<file path="config.mk">
export PLATFORM = sky130hd
export DESIGN_NAME = temp_bar_filter
export DESIGN_NICKNAME = d
export VERILOG_FILES = /design/src/rtl/temp_bar_filter.sv
export SDC_FILE = /design/constraint.sdc
export NUM_CORES = 1
export LEC_CHECK = 0
export BUFFER_PORTS_ARGS = -buffer_cell sky130_fd_sc_hd__buf_2
export CORE_MARGIN = 2
export CORE_UTILIZATION = 40
export DETAILED_ROUTE_END_ITERATION = 12
export PLACE_DENSITY = 0.7
export RECOVER_POWER = 100
export SKIP_LAST_GASP = 1
export SYNTH_ARGS = -nofsm -noshare
export SYNTH_HDL_FRONTEND = slang
export SYNTH_SLANG_ARGS = --single-unit
</file>
<file path="constraint.sdc">
create_clock -name clk -period 8.58 [get_ports clk]
set_input_delay 1.287 -clock clk [delete_from_list [all_inputs] [get_ports clk]]
set_output_delay 1.287 -clock clk [all_outputs]
set_load 0.01 [all_outputs]
</file>
<file path="src/rtl/temp_bar_filter.sv">
// temp_bar_filter: block-averages ADC temperature codes and drives an N_LED thermometer bar.
// Optional feature: define TEMP_BAR_HYST_EN to apply the HYST margin before the level moves.
module temp_bar_filter #(
  parameter int                     ADC_W    = 12,
  parameter int                     N_LED    = 8,
  parameter int                     N_THR    = 6,
  parameter logic [N_THR*ADC_W-1:0] THRESH   = {12'd3666, 12'd3643, 12'd3625,
                                                12'd3595, 12'd3576, 12'd3550},
  parameter int                     AVG_LOG2 = 2,
  parameter int                     HYST     = 4
) (
  input  logic                       clk,
  input  logic                       rst_n,
  input  logic [ADC_W-1:0]           adc_dout,
  input  logic                       adc_valid,
  output logic [N_LED-1:0]           led,
  output logic [$clog2(N_THR+1)-1:0] level,
  output logic                       upd
);

  localparam int LW = $clog2(N_THR + 1);
  localparam int AW = ADC_W + AVG_LOG2;
  localparam int CW = (AVG_LOG2 > 0) ? AVG_LOG2 : 1;

  if (N_THR < 1 || N_THR > N_LED || HYST < 0) begin : g_bad_cfg
    $error("temp_bar_filter: N_THR must be 1..N_LED and HYST non-negative");
  end

  logic [AW-1:0]    acc_q, acc_d, sum_s;
  logic [CW-1:0]    cnt_q, cnt_d;
  logic [ADC_W-1:0] avg_q, avg_d;
  logic             avg_stb_q, avg_stb_d;
  logic             last_s;
  logic [LW-1:0]    raw_s;
  logic [LW-1:0]    level_q, level_d;
  logic [N_LED-1:0] led_q, led_d;
  logic             upd_q, upd_d;
`ifdef TEMP_BAR_HYST_EN
  logic [LW-1:0]    c_hi_s, c_lo_s;
  logic             primed_q, primed_d;
`endif

  // Accumulate one block; the closing sample goes straight into the average.
  always_comb begin
    acc_d     = acc_q;
    cnt_d     = cnt_q;
    avg_d     = avg_q;
    avg_stb_d = 1'b0;
    sum_s     = acc_q + AW'(adc_dout);
    last_s    = (AVG_LOG2 == 0) ? 1'b1 : (cnt_q == {CW{1'b1}});
    if (adc_valid) begin
      if (last_s) begin
        acc_d     = {AW{1'b0}};
        cnt_d     = {CW{1'b0}};
        avg_d     = sum_s[AW-1 -: ADC_W];
        avg_stb_d = 1'b1;
      end else begin
        acc_d = sum_s;
        cnt_d = cnt_q + CW'(1);
      end
    end else begin
      avg_stb_d = 1'b0;
    end
  end

  // Threshold counts; the hysteresis bands are widened by one bit so THRESH+HYST cannot wrap.
  always_comb begin
    logic [ADC_W-1:0] thr_v;
`ifdef TEMP_BAR_HYST_EN
    logic [ADC_W:0]   thr_hi_v;
    logic [ADC_W-1:0] thr_lo_v;
    c_hi_s = {LW{1'b0}};
    c_lo_s = {LW{1'b0}};
`endif
    raw_s = {LW{1'b0}};
    for (int i = 0; i < N_THR; i++) begin
      thr_v = THRESH[i*ADC_W +: ADC_W];
      if (avg_q > thr_v) begin
        raw_s = raw_s + LW'(1);
      end else begin
        raw_s = raw_s;
      end
`ifdef TEMP_BAR_HYST_EN
      thr_hi_v = {1'b0, thr_v} + (ADC_W+1)'(HYST);
      thr_lo_v = (thr_v > ADC_W'(HYST)) ? (thr_v - ADC_W'(HYST)) : {ADC_W{1'b0}};
      if ({1'b0, avg_q} > thr_hi_v) begin
        c_hi_s = c_hi_s + LW'(1);
      end else begin
        c_hi_s = c_hi_s;
      end
      if (avg_q > thr_lo_v) begin
        c_lo_s = c_lo_s + LW'(1);
      end else begin
        c_lo_s = c_lo_s;
      end
`endif
    end
  end

  // Level/bar update, only on an averaged-sample strobe.
  always_comb begin
    level_d = level_q;
    led_d   = led_q;
    upd_d   = 1'b0;
`ifdef TEMP_BAR_HYST_EN
    primed_d = primed_q;
`endif
    if (avg_stb_q) begin
      upd_d = 1'b1;
`ifdef TEMP_BAR_HYST_EN
      primed_d = 1'b1;
      if (!primed_q) begin
        level_d = raw_s;
      end else if (c_hi_s > level_q) begin
        level_d = c_hi_s;
      end else if (c_lo_s < level_q) begin
        level_d = c_lo_s;
      end else begin
        level_d = level_q;
      end
`else
      level_d = raw_s;
`endif
      led_d = {N_LED{1'b1}} << level_d;
    end else begin
      upd_d = 1'b0;
    end
  end

  // State registers.
  always_ff @(posedge clk or negedge rst_n) begin
    if (!rst_n) begin
      acc_q     <= {AW{1'b0}};
      cnt_q     <= {CW{1'b0}};
      avg_q     <= {ADC_W{1'b0}};
      avg_stb_q <= 1'b0;
      level_q   <= LW'(N_THR);
      led_q     <= {N_LED{1'b0}};
      upd_q     <= 1'b0;
`ifdef TEMP_BAR_HYST_EN
      primed_q  <= 1'b0;
`endif
    end else begin
      acc_q     <= acc_d;
      cnt_q     <= cnt_d;
      avg_q     <= avg_d;
      avg_stb_q <= avg_stb_d;
      level_q   <= level_d;
      led_q     <= led_d;
      upd_q     <= upd_d;
`ifdef TEMP_BAR_HYST_EN
      primed_q  <= primed_d;
`endif
    end
  end

  assign led   = led_q;
  assign level = level_q;
  assign upd   = upd_q;

endmodule

</file>
==> reports/qor.yml <==
logic_synthesis:
  yosysSeqAreaShare: 0.402
  postSynthAreaPerCell_um2: 9.66
  ys.flop_type: "dfrtp_1"
  synthArstFlopShare: 1.00
  synth_nets: 299
  synth-edff-count: 0
  netlist-cell-type-count: 59
  netlist_area_um2: 2560
  yosys_warnings: 0
  synth_seq_cells: 41
  synth_cells: 265
critical_path:
  arrival_ps: 4370
  critPathMaxFanout: 8
  endpoint_kind: "register"
  ff2ff_setup_slack_ps: 4440
  required_ps: 8810
  rr_worst_depth: 17
  setup.worst_path.start: "avg_q[2]$_DFFE_PN0P_"
  crit_path_start_kind: "register"
  critPathKind: "reg -> reg"
  r2r_start: "avg_q[2]$_DFFE_PN0P_"
  reg2reg_to: "level[2]$_DFFE_PN1P_"
  endpoint: "level[2]$_DFFE_PN1P_"
min_path:
  hp-class: "reg -> reg"
  hold_start: "led[7]$_DFFE_PN0P_"
drt:
  highest_layer: "met4"
  wl_met2_um: 2410
  drt_iter0_markers: 63
  num_vias: 1986
  drc: 0
  routed_wl_um: 5020
  vias_per_cell: 5.37
  ant_nets: 0
  wl_met3_um: 189
  wl_met1_um: 2370
  dr.pass1.iters: 5
  wire_per_inst_um: 13.6
placed_design:
  port_buffers: 26
  gp_congestion: 0.840
  hpwlAfterDp_um: 3800
sta:
  slew_headroom: -0.415
  fin_skew_ps: 5.12
  setup_violations: 0
  finalHoldViolCount: 0
  finalSetupTns_ps: 0
  fin_crit_ps: 4140
  fin_crit_sh: 0.482
  maxSlewViolCount: 42
  rsz0062_at_grt: "no"
  fmax_ghz: 0.242
  worst_pin_slew_ps: 2120
floorplan:
  start_util: 0.408
  dieArea_um2: 7060
  core_um2: 6280
  boundaryPins: 27
  die_h_um: 84
  rows: 29
  die_x_um: 84
global_routing:
  grt_antenna_before_repair: 0
  grt_usage: 0.156
  overflow: 0
  grt_max_degree: 42
  grt_pass1_wl_um: 9010
  grt_pass1_vias: 2007
pwr:
  peakVddDrop_mv: 0.162
  power_density_nw_per_um2: 330
  p_leak_nw: 1.30
cts:
  cts_buffer_depth: 2
  cts_made_buffers: 5
  worstSkewPairLatency_ps: 290
  htreeDepth: 2
  hold_buffers: 0
  cts.repair.resized: 0
  root_buffer: "clkbuf_8"
  cts_tree: "done"
  cts_setup_buffers: 0
  path_clk_slew_ps: 80
  cts_sinks: 41
layout:
  nets: 326
  areaGrowthSynthToFinish_pct: 11.0
  final_core_util: 0.453
  antenna_cells: 0
  drive_gt1_frac: 0.123
job:
  cap_violations: 1
outcome:
  status: "finished, violations left"
  violations: "max-capacitance violations, max-slew violations"
sequential cells by signal (all words and copies together) (netlist names):
| signal | flops |
|---|---|
| avg_stb_q | 1 |
| led | 8 |
| cnt_q | 2 |
| avg_q | 12 |
| acc_q | 14 |
| level | 3 |
| upd | 1 |
stage by stage:
stage	setup slack, ps	hold slack, ps	power, mW	instance area [um^2]	std cells
detailed placement	4700	457	0.789	2760	362
floorplan	4970	450	0.679	2560	265
global placement	4820	446	0.777	2760	362
CTS	4690	475	0.955	2880	370
global route	3960	501	1.03	2840	370
finish	4440	475	0.939	2840	370
synth_stat cells (3+ instances only):
master | number | share of area
nand2_1 | 22 | 0.032
and3_1 | 4 | 0.0098
dfrtp_1 | 39 | 0.38
inv_1 | 26 | 0.038
ha_1 | 18 | 0.088
or3_1 | 3 | 0.0073
xor2_1 | 5 | 0.017
mux2_2 | 3 | 0.013
nor2_1 | 14 | 0.021
a21boi_0 | 3 | 0.0088
clkbuf_1 | 5 | 0.0073
nand2b_1 | 3 | 0.0073
o21ai_0 | 21 | 0.041
a21oi_1 | 9 | 0.018
o22ai_1 | 9 | 0.022
a31oi_1 | 7 | 0.017
nand3_1 | 4 | 0.0078
o31ai_1 | 5 | 0.015
nor2b_1 | 3 | 0.0073
o211ai_1 | 3 | 0.0088
a21o_1 | 3 | 0.0088
o21a_1 | 3 | 0.0088
xnor2_1 | 6 | 0.021
final cells by class:
| type | instances | area [um^2] |
|---|---|---|
| Clock buffer | 7 | 86.3 |
| Clock inverter | 1 | 30.0 |
| Fill cell | 617 | 3430 |
| Inverter | 27 | 101 |
| Multi-Input combinational cell | 191 | 1390 |
| Sequential cell | 41 | 1030 |
| Tap cell | 77 | 96.3 |
| Timing Repair Buffer | 26 | 113 |
cells by family (layout without fill, tap and decap cells):
kind of cell    after synthesis  count (layout)  synth area share
fa+ha+maj                    19              19            0.0958
mux                           4               4            0.0171
buf+inv                      33              61            0.0484
xor+xnor                     14              14            0.0674
flops                        41              41             0.402
compound gates               85              85             0.230
simple gates                 69              69             0.140
worst max-delay path, cell delays in order (launching register included):
cell and delay, ps:
dfrtp_1 460, and3_1 220, a31oi_1 80, or3_1 300, nand2_1 90, inv_1 50
ha_1 340, xnor2_1 400, clkinv_1 160, ha_1 320, inv_1 60, a21oi_1 130
ha_1 180, o21ai_0 80, a31oi_1 140, a21boi_0 270, xor3_1 490, mux2_2 310
worst min path at each step:
stage,slack (ps),end,cells past startpoint
floorplan,450,upd$_DFF_PN0_,0
global placement,450,led[7]$_DFFE_PN0P_,1
detailed placement,460,led[7]$_DFFE_PN0P_,1
CTS,480,led[7]$_DFFE_PN0P_,1
global route,500,led[7]$_DFFE_PN0P_,1
finish,480,led[7]$_DFFE_PN0P_,1
routing by layer:
metal,vias to the layer above,track usage
li1,1016,-
met1,928,0.196
met5,-,0
met3,5,0.0376
met2,37,0.266
met4,0,0.0440
cells in the final DEF (no fill, tap or decap), types with 3 or more instances in the layout:
cell type / instances
o211ai_1: 3
buf_2: 12
ha_1: 18
o22ai_1: 9
o21a_1: 3
nand2b_1: 3
inv_1: 26
xnor2_1: 7
nor2_1: 14
nand3_1: 4
a31oi_1: 7
or3_1: 3
a21oi_1: 9
clkbuf_8: 6
mux2_2: 3
nand2_1: 22
a21boi_0: 3
and3_1: 4
xor2_1: 5
o31ai_1: 5
nor2b_1: 3
a21o_1: 3
clkbuf_1: 15
o21ai_0: 21
dfrtp_1: 39
power by group:
part           switching [mW]  leakage [nW]  internal [mW]
Clock                  0.0690        0.0585         0.0950
Combinational           0.245         0.755          0.189
Sequential             0.0699         0.487          0.271
No activity file was read; power rests on OpenSTA's default activity.
